===== config.mk =====
export PLATFORM = sky130hd
export DESIGN_NAME = uart_rx_ctrl
export DESIGN_NICKNAME = d
export VERILOG_FILES = /design/src/rtl/uart_rx_ctrl_pkg.sv /design/src/rtl/rx_byte_fifo.sv /design/src/rtl/uart_rx_ctrl.sv
export SDC_FILE = /design/constraint.sdc
export NUM_CORES = 1
export LEC_CHECK = 0
export CORE_AREA = 2 2 148 150
export DETAILED_ROUTE_END_ITERATION = 10
export DIE_AREA = 0 0 150 152
export PLACE_DENSITY_LB_ADDON = 0.3
export SLEW_MARGIN = 0
export SYNTH_ARGS = -nofsm -noshare
export SYNTH_HDL_FRONTEND = slang
export SYNTH_SLANG_ARGS = --single-unit

===== constraint.sdc =====
create_clock -name CLK -period 5 [get_ports CLK]
set_input_delay 1 -clock CLK [delete_from_list [all_inputs] [get_ports CLK]]
set_output_delay 1 -clock CLK [all_outputs]
set_load 0.005 [all_outputs]

===== src/rtl/uart_rx_ctrl_pkg.sv =====
// Shared types for the UART receive controller: FSM states, word type, byte shifter.
package uart_rx_ctrl_pkg;

  typedef enum logic [2:0] {
    ST_BOOT_LEN,
    ST_BOOT_DATA,
    ST_CKSUM,
    ST_RUN,
    ST_ERR
  } state_t;

  localparam int BYTES_PER_WORD = 4;

  typedef logic [31:0] word_t;

  // Big-endian accumulation: earlier bytes end up in the high bits.
  function automatic word_t shift_in_byte(input word_t w, input logic [7:0] b);
    return {w[23:0], b};
  endfunction

endpackage


===== src/rtl/rx_byte_fifo.sv =====
// Byte FIFO of depth 2**DEPTH_LOG with registered occupancy count.
// Caller guarantees push only when accepted and pop only when non-empty.
module rx_byte_fifo #(
  parameter int DEPTH_LOG = 4
) (
  input  logic                 clk,
  input  logic                 rst,
  input  logic                 push,
  input  logic [7:0]           push_data,
  input  logic                 pop,
  output logic [7:0]           head,
  output logic [DEPTH_LOG:0]   count,
  output logic                 full,
  output logic                 empty
);

  localparam int DEPTH = 1 << DEPTH_LOG;

  logic [7:0]           mem [DEPTH];
  logic [DEPTH_LOG-1:0] wr_ptr;
  logic [DEPTH_LOG-1:0] rd_ptr;

  assign full  = (count == (DEPTH_LOG+1)'(DEPTH));
  assign empty = (count == '0);
  assign head  = mem[rd_ptr];

  always_ff @(posedge clk) begin
    if (push) mem[wr_ptr] <= push_data;
  end

  always_ff @(posedge clk) begin
    if (rst) begin
      wr_ptr <= '0;
      rd_ptr <= '0;
      count  <= '0;
    end else begin
      if (push) wr_ptr <= wr_ptr + 1'b1;
      if (pop)  rd_ptr <= rd_ptr + 1'b1;
      case ({push, pop})
        2'b10:   count <= count + 1'b1;
        2'b01:   count <= count - 1'b1;
        default: count <= count;
      endcase
    end
  end

endmodule


===== src/rtl/uart_rx_ctrl.sv =====
// Buffers UART bytes and serves them to the boot loader, then to CPU reads.
// Optional boot checksum/error state enabled by UART_RX_BOOT_CKSUM_EN.
module uart_rx_ctrl
  import uart_rx_ctrl_pkg::*;
#(
  parameter int DEPTH_LOG  = 4,
  parameter int ADDR_WIDTH = 14
) (
  input  logic                  CLK,
  input  logic                  RST,
  input  logic [7:0]            rx_data,
  input  logic                  rx_valid,
  input  logic                  boot_en,
  output logic                  inst_we,
  output logic [ADDR_WIDTH-1:0] inst_addr,
  output logic [31:0]           inst_data,
  output logic                  boot_done,
  input  logic                  cpu_req,
  output logic                  cpu_ack,
  output logic [7:0]            cpu_data,
`ifdef UART_RX_BOOT_CKSUM_EN
  output logic                  boot_err,
`endif
  output logic                  rx_overrun,
  output logic [DEPTH_LOG:0]    fifo_count
);

`ifdef UART_RX_BOOT_CKSUM_EN
  localparam state_t ST_AFTER_BOOT = ST_CKSUM;
`else
  localparam state_t ST_AFTER_BOOT = ST_RUN;
`endif

  state_t                state, state_next;
  logic [7:0]            head;
  logic                  full, empty;
  logic                  fifo_push, fifo_pop;
  logic                  boot_pop, run_pop, ck_pop;
  logic [1:0]            byte_cnt;
  logic                  last_byte;
  word_t                 shreg, shifted, rem;
  logic [ADDR_WIDTH-1:0] addr_cnt;
`ifdef UART_RX_BOOT_CKSUM_EN
  logic [7:0]            sum;
`endif

  assign last_byte = (byte_cnt == 2'(BYTES_PER_WORD - 1));
  assign shifted   = shift_in_byte(shreg, head);
  assign fifo_pop  = boot_pop | run_pop | ck_pop;
  // A full FIFO still accepts a byte when the head leaves in the same cycle.
  assign fifo_push = rx_valid && (!full || fifo_pop);

  rx_byte_fifo #(.DEPTH_LOG(DEPTH_LOG)) u_fifo (
    .clk       (CLK),
    .rst       (RST),
    .push      (fifo_push),
    .push_data (rx_data),
    .pop       (fifo_pop),
    .head      (head),
    .count     (fifo_count),
    .full      (full),
    .empty     (empty)
  );

  always_comb begin
    state_next = state;
    boot_pop   = 1'b0;
    run_pop    = 1'b0;
    ck_pop     = 1'b0;
    case (state)
      ST_BOOT_LEN: begin
        if (!empty) begin
          boot_pop = 1'b1;
          if (last_byte) state_next = (shifted == '0) ? ST_AFTER_BOOT : ST_BOOT_DATA;
        end
      end
      ST_BOOT_DATA: begin
        // rem reaches zero in the cycle of the last word write; leave afterwards.
        if (rem == '0)  state_next = ST_AFTER_BOOT;
        else if (!empty) boot_pop = 1'b1;
      end
`ifdef UART_RX_BOOT_CKSUM_EN
      ST_CKSUM: begin
        if (!empty) begin
          ck_pop     = 1'b1;
          state_next = (head == sum) ? ST_RUN : ST_ERR;
        end
      end
`endif
      ST_RUN: run_pop = cpu_req && !empty && !cpu_ack;
      default: ;
    endcase
  end

  always_ff @(posedge CLK) begin
    if (RST) begin
      state      <= boot_en ? ST_BOOT_LEN : ST_RUN;
      boot_done  <= 1'b0;
      inst_we    <= 1'b0;
      inst_addr  <= '0;
      inst_data  <= '0;
      cpu_ack    <= 1'b0;
      cpu_data   <= '0;
      rx_overrun <= 1'b0;
      byte_cnt   <= '0;
      shreg      <= '0;
      rem        <= '0;
      addr_cnt   <= '0;
`ifdef UART_RX_BOOT_CKSUM_EN
      sum        <= '0;
      boot_err   <= 1'b0;
`endif
    end else begin
      state     <= state_next;
      boot_done <= (state_next == ST_RUN);
      inst_we   <= 1'b0;
      cpu_ack   <= run_pop;
      if (run_pop) cpu_data <= head;
      if (rx_valid && full && !fifo_pop) rx_overrun <= 1'b1;
      if (boot_pop) begin
        shreg    <= shifted;
        byte_cnt <= byte_cnt + 1'b1;
        if (state == ST_BOOT_LEN && last_byte) rem <= shifted;
        if (state == ST_BOOT_DATA) begin
`ifdef UART_RX_BOOT_CKSUM_EN
          sum <= sum + head;
`endif
          if (last_byte) begin
            inst_we   <= 1'b1;
            inst_data <= shifted;
            inst_addr <= addr_cnt;
            addr_cnt  <= addr_cnt + 1'b1;
            rem       <= rem - 1'b1;
          end
        end
      end
`ifdef UART_RX_BOOT_CKSUM_EN
      boot_err <= (state_next == ST_ERR);
`endif
    end
  end

endmodule


==> results.json, run 1 <==
{
  "yosys_most_used_dff": "dfxtp_1",
  "crit_chain": "nor4_1 > nand4_1 > o31ai_1 > a21o_1 > xnor2_1 > ha_1 > nor3_1 > nor2_1 > a2111oi_0 > o21ai_0 > a21oi_1",
  "holdBufCountCts": 0,
  "netlist_area_sq_um": 11900,
  "overflow": 0,
  "slowest_stage": "o31ai_1",
  "pin_count": 76,
  "power_leakage_nw": 4.50,
  "wl_microns": 30500,
  "ys_seq_area_share_pct": 57.7,
  "ys_ff_latch": 278,
  "nets": 1169,
  "rows": 54,
  "synth-edff-count": 128,
  "htree_levels": 1,
  "crit_type": "reg2reg",
  "hold_viol_final": 0,
  "slew_viol_final": 0,
  "vias_per_cell": 6.28,
  "dr_total_vias": 9080,
  "reg2reg_from": "rem[21]",
  "firstDrtPassIters": 5,
  "core_sq_um": 21400,
  "worst_slew_pin_slew_ns": 1.11,
  "start_util_pct": 55.5,
  "yosys.area.top_type_share_pct": 32.4,
  "tritoncts": "done",
  "cp_data_required_time_ns": 5.47,
  "postLayoutCellArea_sq_um": 13800,
  "synth.distinct_cells": 70,
  "grt_pass1_wl_microns": 48000,
  "clk_latency_ns": 0.57,
  "cap_violations": 0,
  "rr_endpoint": "u_fifo.count[4]",
  "finalSetupViolations": 0,
  "dp_hpwl_microns": 20100,
  "synth.area.top_cells": "edfxtp_1, dfxtp_1, mux4_2",
  "portBuffers": 75,
  "dpl_cell_area_sq_um": 12800,
  "drt-initial-drc-count": 788,
  "finalCritPeriodShare_pct": 73.1,
  "wire_per_inst_microns": 21.1,
  "syn2layout_area_growth_pct": 16.0,
  "clkTransAtPathRegs_ns": 0.06,
  "cts_resized": 0,
  "maxSlewHeadroom_pct": 26.2,
  "n_antenna_cell": 0,
  "crit_path_start_kind": "flop",
  "numCtsBuffers": 29,
  "period_minus_slack_ns": 3.65,
  "grt_pass1_vias": 8538,
  "skew_ns": 0.0269,
  "placed_cells": 1395,
  "rsz0062_at_grt": "false",
  "max-vdd-ir-drop_uv": 351,
  "fin_cells": 1446,
  "finalSetupTns_ns": 0,
  "cts_buffer_depth": 3,
  "grt_use_total_pct": 27.0,
  "yosys.area.top_type": "edfxtp_1",
  "die_w_microns": 150,
  "async_flop_share_pct": 0,
  "worstPathArrival_ns": 4.12,
  "multi_input_comb_area_sq_um": 4690,
  "die-area_sq_um": 22800,
  "cts_root_buf": "clkbuf_16",
  "crit_fanout": 6,
  "ff_latch_area_sq_um": 6850,
  "postSynthCellCount": 1090,
  "yosysMostFrequentCell": "nand2_1",
  "powerDensity_nw_per_um2": 477,
  "hold_class": "reg2reg",
  "drcViolationCount": 0,
  "cts_setup_buffers": 0,
  "globalplace.congestion": 0.910,
  "fmax_mhz": 274,
  "fp.dieH_microns": 152,
  "cp_slowest_stage_delay_ns": 0.62,
  "clock_sinks": 278,
  "cp-end-kind": "flop",
  "yosysWarnings": 0,
  "final_layout_size_suffix_gt1_share_pct": 9.61,
  "hp-start": "inst_data[16]",
  "synth_nets": 1113,
  "antenna_found_initial": 0,
  "hold_end": "inst_data[16]",
  "reg2reg_slack_ns": 1.35,
  "outcome": "finished, final reports clean",
  "fillCellCount": 1697,
  "r2r_cells": 11,
  "avgSynthCellArea_sq_um": 10.9,
  "synthTopCellsByCount": "nand2_1, dfxtp_1, a21oi_1",
  "whs_path_depth": 2,
  "ant_nets": 0,
  "grt_max_degree": 75
}
layout by cell type, fill, tap and decap left out, types with 11 or more instances in the layout:
master           netlist  routed
nand2_1              180     180
dfxtp_1              150     149
a21oi_1              133     133
edfxtp_1             128     128
clkdlybuf4s50_1        0      74
nor2_1                59      58
nor3_1                38      37
mux4_2                35      35
o21ai_0               32      32
clkbuf_16              0      29
and3_1                21      21
nor4_1                19      19
buf_4                  0      19
o21ai_1               18      18
or4_1                 16      16
inv_1                 15      15
or3_1                 15      15
o31ai_1               13      13
nand4_1               11      11
nand3_1               12      11
metrics by stage:
stage	power (mW)	utilization [%]	hold WS, ns	worst slack [ns]
CTS	6.56	64.5	0.455	1.39
detailed placement	4.45	60.1	0.447	1.27
global route	6.85	64.5	0.472	1.03
floorplan	3.85	-	0.440	1.83
global placement	4.42	60.1	0.442	1.30
finish	6.56	64.5	0.451	1.35
layout make-up:
class	count	area share (%)
inverters	16	0.436
clock buffers	43	6.02
well taps	280	2.55
flip-flops and latches	278	49.8
repair buffers	93	6.42
multi-input cells	728	34.1
clock inverters	8	0.764
cells by family after synthesis:
logic type,after synthesis,synth area share [%]
fa+ha+maj,10,1.06
xor+xnor,7,0.517
mux,51,8.69
simple gates,408,16.7
flops,278,57.7
compound gates,252,12.4
buf+inv,84,2.94
per-layer routing:
metal,track usage (%),vias up,part of all wire (%)
met4,11.7,0,4.6
met1,35.9,4379,39
met2,43.6,433,48
met3,4.68,95,8.0
met5,0,-,0
li1,-,4173,-
where the power goes:
part / total (mW) / internal (mW) / switching, mW
Combinational: 1.67 / 0.630 / 1.04
Sequential: 2.77 / 2.52 / 0.249
Clock: 2.12 / 1.25 / 0.870
worst max path at each step:
stage	startpoint	end	depth (start not counted)
floorplan	cpu_req	u_fifo.mem[10][0]	6
global placement	cpu_req	u_fifo.count[4]	11
detailed placement	cpu_req	u_fifo.count[4]	11
finish	rem[21]	u_fifo.count[4]	11
CTS	rem[20]	u_fifo.count[4]	11
global route	rem[11]	u_fifo.count[4]	11
registers in the layout, summed over array words and instances (netlist names), named ones only:
| name | flops |
|---|---|
| addr_cnt | 14 |
| boot_done | 1 |
| byte_cnt | 2 |
| cpu_ack | 1 |
| cpu_data | 8 |
| inst_addr | 14 |
| inst_data | 32 |
| inst_we | 1 |
| rem | 32 |
| rx_overrun | 1 |
| shreg | 24 |
| state | 3 |
| u_fifo.count | 5 |
| u_fifo.mem | 128 |
| u_fifo.rd_ptr | 4 |
| u_fifo.wr_ptr | 4 |
critical path: cells and delay by family (launching register included):
family                     cells  cell delay (ns)
and+or+nand+nor                4             1.11
DFF                            1             0.36
AOI/OAI and AO/OA              5             1.76
adders and majority gates      1             0.23
xor gates and xnor gates       1             0.10
(Power assumes the default switching activity.)
==> inputs of run 2 (changes only) <==
==> constraint.sdc (replaced) <==
create_clock -name CLK -period 3.65 [get_ports CLK]
set_input_delay 0.73 -clock CLK [delete_from_list [all_inputs] [get_ports CLK]]
set_output_delay 0.73 -clock CLK [all_outputs]
set_load 0.005 [all_outputs]
==> results.json, run 2 (synthesized netlist as in run 1, its figures left out) <==
{
  "fin_cells": 1461,
  "drcViolationCount": 0,
  "dp_hpwl_microns": 19800,
  "multi_input_comb_area_sq_um": 4690,
  "grt_pass1_wl_microns": 48000,
  "reg_top3": "u_fifo.mem x128, inst_data x32, rem x32",
  "skew_ns": 0.0158,
  "tritoncts": "done",
  "numCtsBuffers": 29,
  "cap_violations": 0,
  "die-area_sq_um": 22800,
  "finalSetupViolations": 0,
  "cp-end-kind": "flop",
  "grt_max_degree": 78,
  "die_w_microns": 150,
  "placed_cells": 1408,
  "clk_latency_ns": 0.54,
  "pin_count": 76,
  "start_util_pct": 55.5,
  "crit_path_start_kind": "flop",
  "syn2layout_area_growth_pct": 18.7,
  "crit_type": "reg2reg",
  "hold_viol_final": 0,
  "core_sq_um": 21400,
  "postLayoutCellArea_sq_um": 14100,
  "n_antenna_cell": 0,
  "htree_levels": 1,
  "clock_sinks": 278,
  "antenna_found_initial": 0,
  "worst_slew_pin_slew_ns": 0.901,
  "clkTransAtPathRegs_ns": 0.06,
  "r2r_cells": 11,
  "globalplace.congestion": 0.929,
  "fp.dieH_microns": 152,
  "firstDrtPassIters": 5,
  "hold_end": "inst_data[25]",
  "final_common_cell": "nand2_1",
  "slew_viol_final": 0,
  "ff_latch_area_sq_um": 6850,
  "wl_microns": 30100,
  "period_minus_slack_ns": 3.36,
  "rows": 54,
  "grt_pass1_vias": 8703,
  "final_cell_mix": "nand2_1, dfxtp_1, a21oi_1",
  "portBuffers": 75,
  "crit_fanout": 7,
  "outcome": "finished, final reports clean",
  "fmax_mhz": 297,
  "maxSlewHeadroom_pct": 40.0,
  "worstPathArrival_ns": 3.82,
  "drt-initial-drc-count": 834,
  "reg2reg_from": "rem[27]",
  "wire_per_inst_microns": 20.6,
  "rsz0062_at_grt": "false",
  "power_leakage_nw": 4.64,
  "overflow": 0,
  "dpl_cell_area_sq_um": 13000,
  "grt_use_total_pct": 26.6,
  "dr_total_vias": 9042,
  "largest_reg_flops": 128,
  "rr_endpoint": "u_fifo.count[4]",
  "cp_data_required_time_ns": 4.10,
  "finalSetupTns_ns": 0,
  "reg2reg_slack_ns": 0.29,
  "whs_path_depth": 2,
  "ant_nets": 0,
  "hp-start": "inst_data[25]",
  "vias_per_cell": 6.19,
  "nets": 1182,
  "finalCritPeriodShare_pct": 92.2,
  "powerDensity_nw_per_um2": 678,
  "cts_setup_buffers": 0,
  "top_register": "u_fifo.mem",
  "p_total_mw": 9.54,
  "hold_class": "reg2reg",
  "cts_root_buf": "clkbuf_16",
  "max-vdd-ir-drop_uv": 449,
  "cts_buffer_depth": 3,
  "fillCellCount": 1650,
  "final_layout_size_suffix_gt1_share_pct": 11.3
}
## run 2: cell count changes in the layout (fill, tap and decap cells not counted), moves of 3 or more
cell        delta
buf_4          +8
clkbuf_1       -7
bufinv_16      +6
buf_12         +5
clkinvlp_4     +5
clkbuf_8       -3
## run 2: power by group
group | internal (mW) | switching, mW
clock | 2.06 | 1.24
sequential | 3.46 | 0.279
combinational | 0.983 | 1.52
## run 2: stage by stage
stage	util (%)	setup WS (ns)	hold WS, ns
after global placement	60.8	0.211	0.443
after floorplan	-	0.710	0.440
after CTS	65.9	0.225	0.455
after global routing	65.9	0.0597	0.478
after detailed placement	60.8	0.227	0.446
final	65.9	0.286	0.451
## run 2: worst max-delay path, stage by stage, from the launching register on
cell       delay (ns)
dfxtp_1          0.36
nor4_1           0.52
nand4_1          0.26
o31ai_1          0.51
a21o_1           0.30
inv_2            0.08
ha_1             0.29
inv_1            0.09
nor2_1           0.05
a2111oi_0        0.49
o21ai_0          0.18
a21oi_1          0.14
## run 2: worst max path at each step
stage                       start         endpoint  cells after the start
after detailed placement  cpu_req  u_fifo.count[4]                     11
after global placement    cpu_req  u_fifo.count[4]                     11
after floorplan           rem[11]  u_fifo.count[4]                     12
final                     rem[27]  u_fifo.count[4]                     11
after global routing      rem[27]  u_fifo.count[4]                     11
after CTS                 rem[11]  u_fifo.count[4]                     11
## run 2: timing repair
item                       CTS  global route
hold buffers                 0             0
resized for setup            0             1
setup endpoints to repair    0             1
## run 2: final cells by class
cell class	instances	share of cell area [%]
Multi-Input combinational cell	728	33.4
Sequential cell	278	48.7
Clock buffer	33	5.41
Tap cell	280	2.49
Clock inverter	20	2.24
Inverter	16	0.427
Timing Repair Buffer	106	7.42
## run 2: metal layers
layer / share of wire (%) / track usage (%) / vias to the layer above
li1: - / - / 4210
met1: 41 / 36.2 / 4424
met2: 50 / 44.5 / 341
met3: 6.2 / 3.33 / 67
met4: 2.7 / 8.49 / 0
met5: 0 / 0 / -
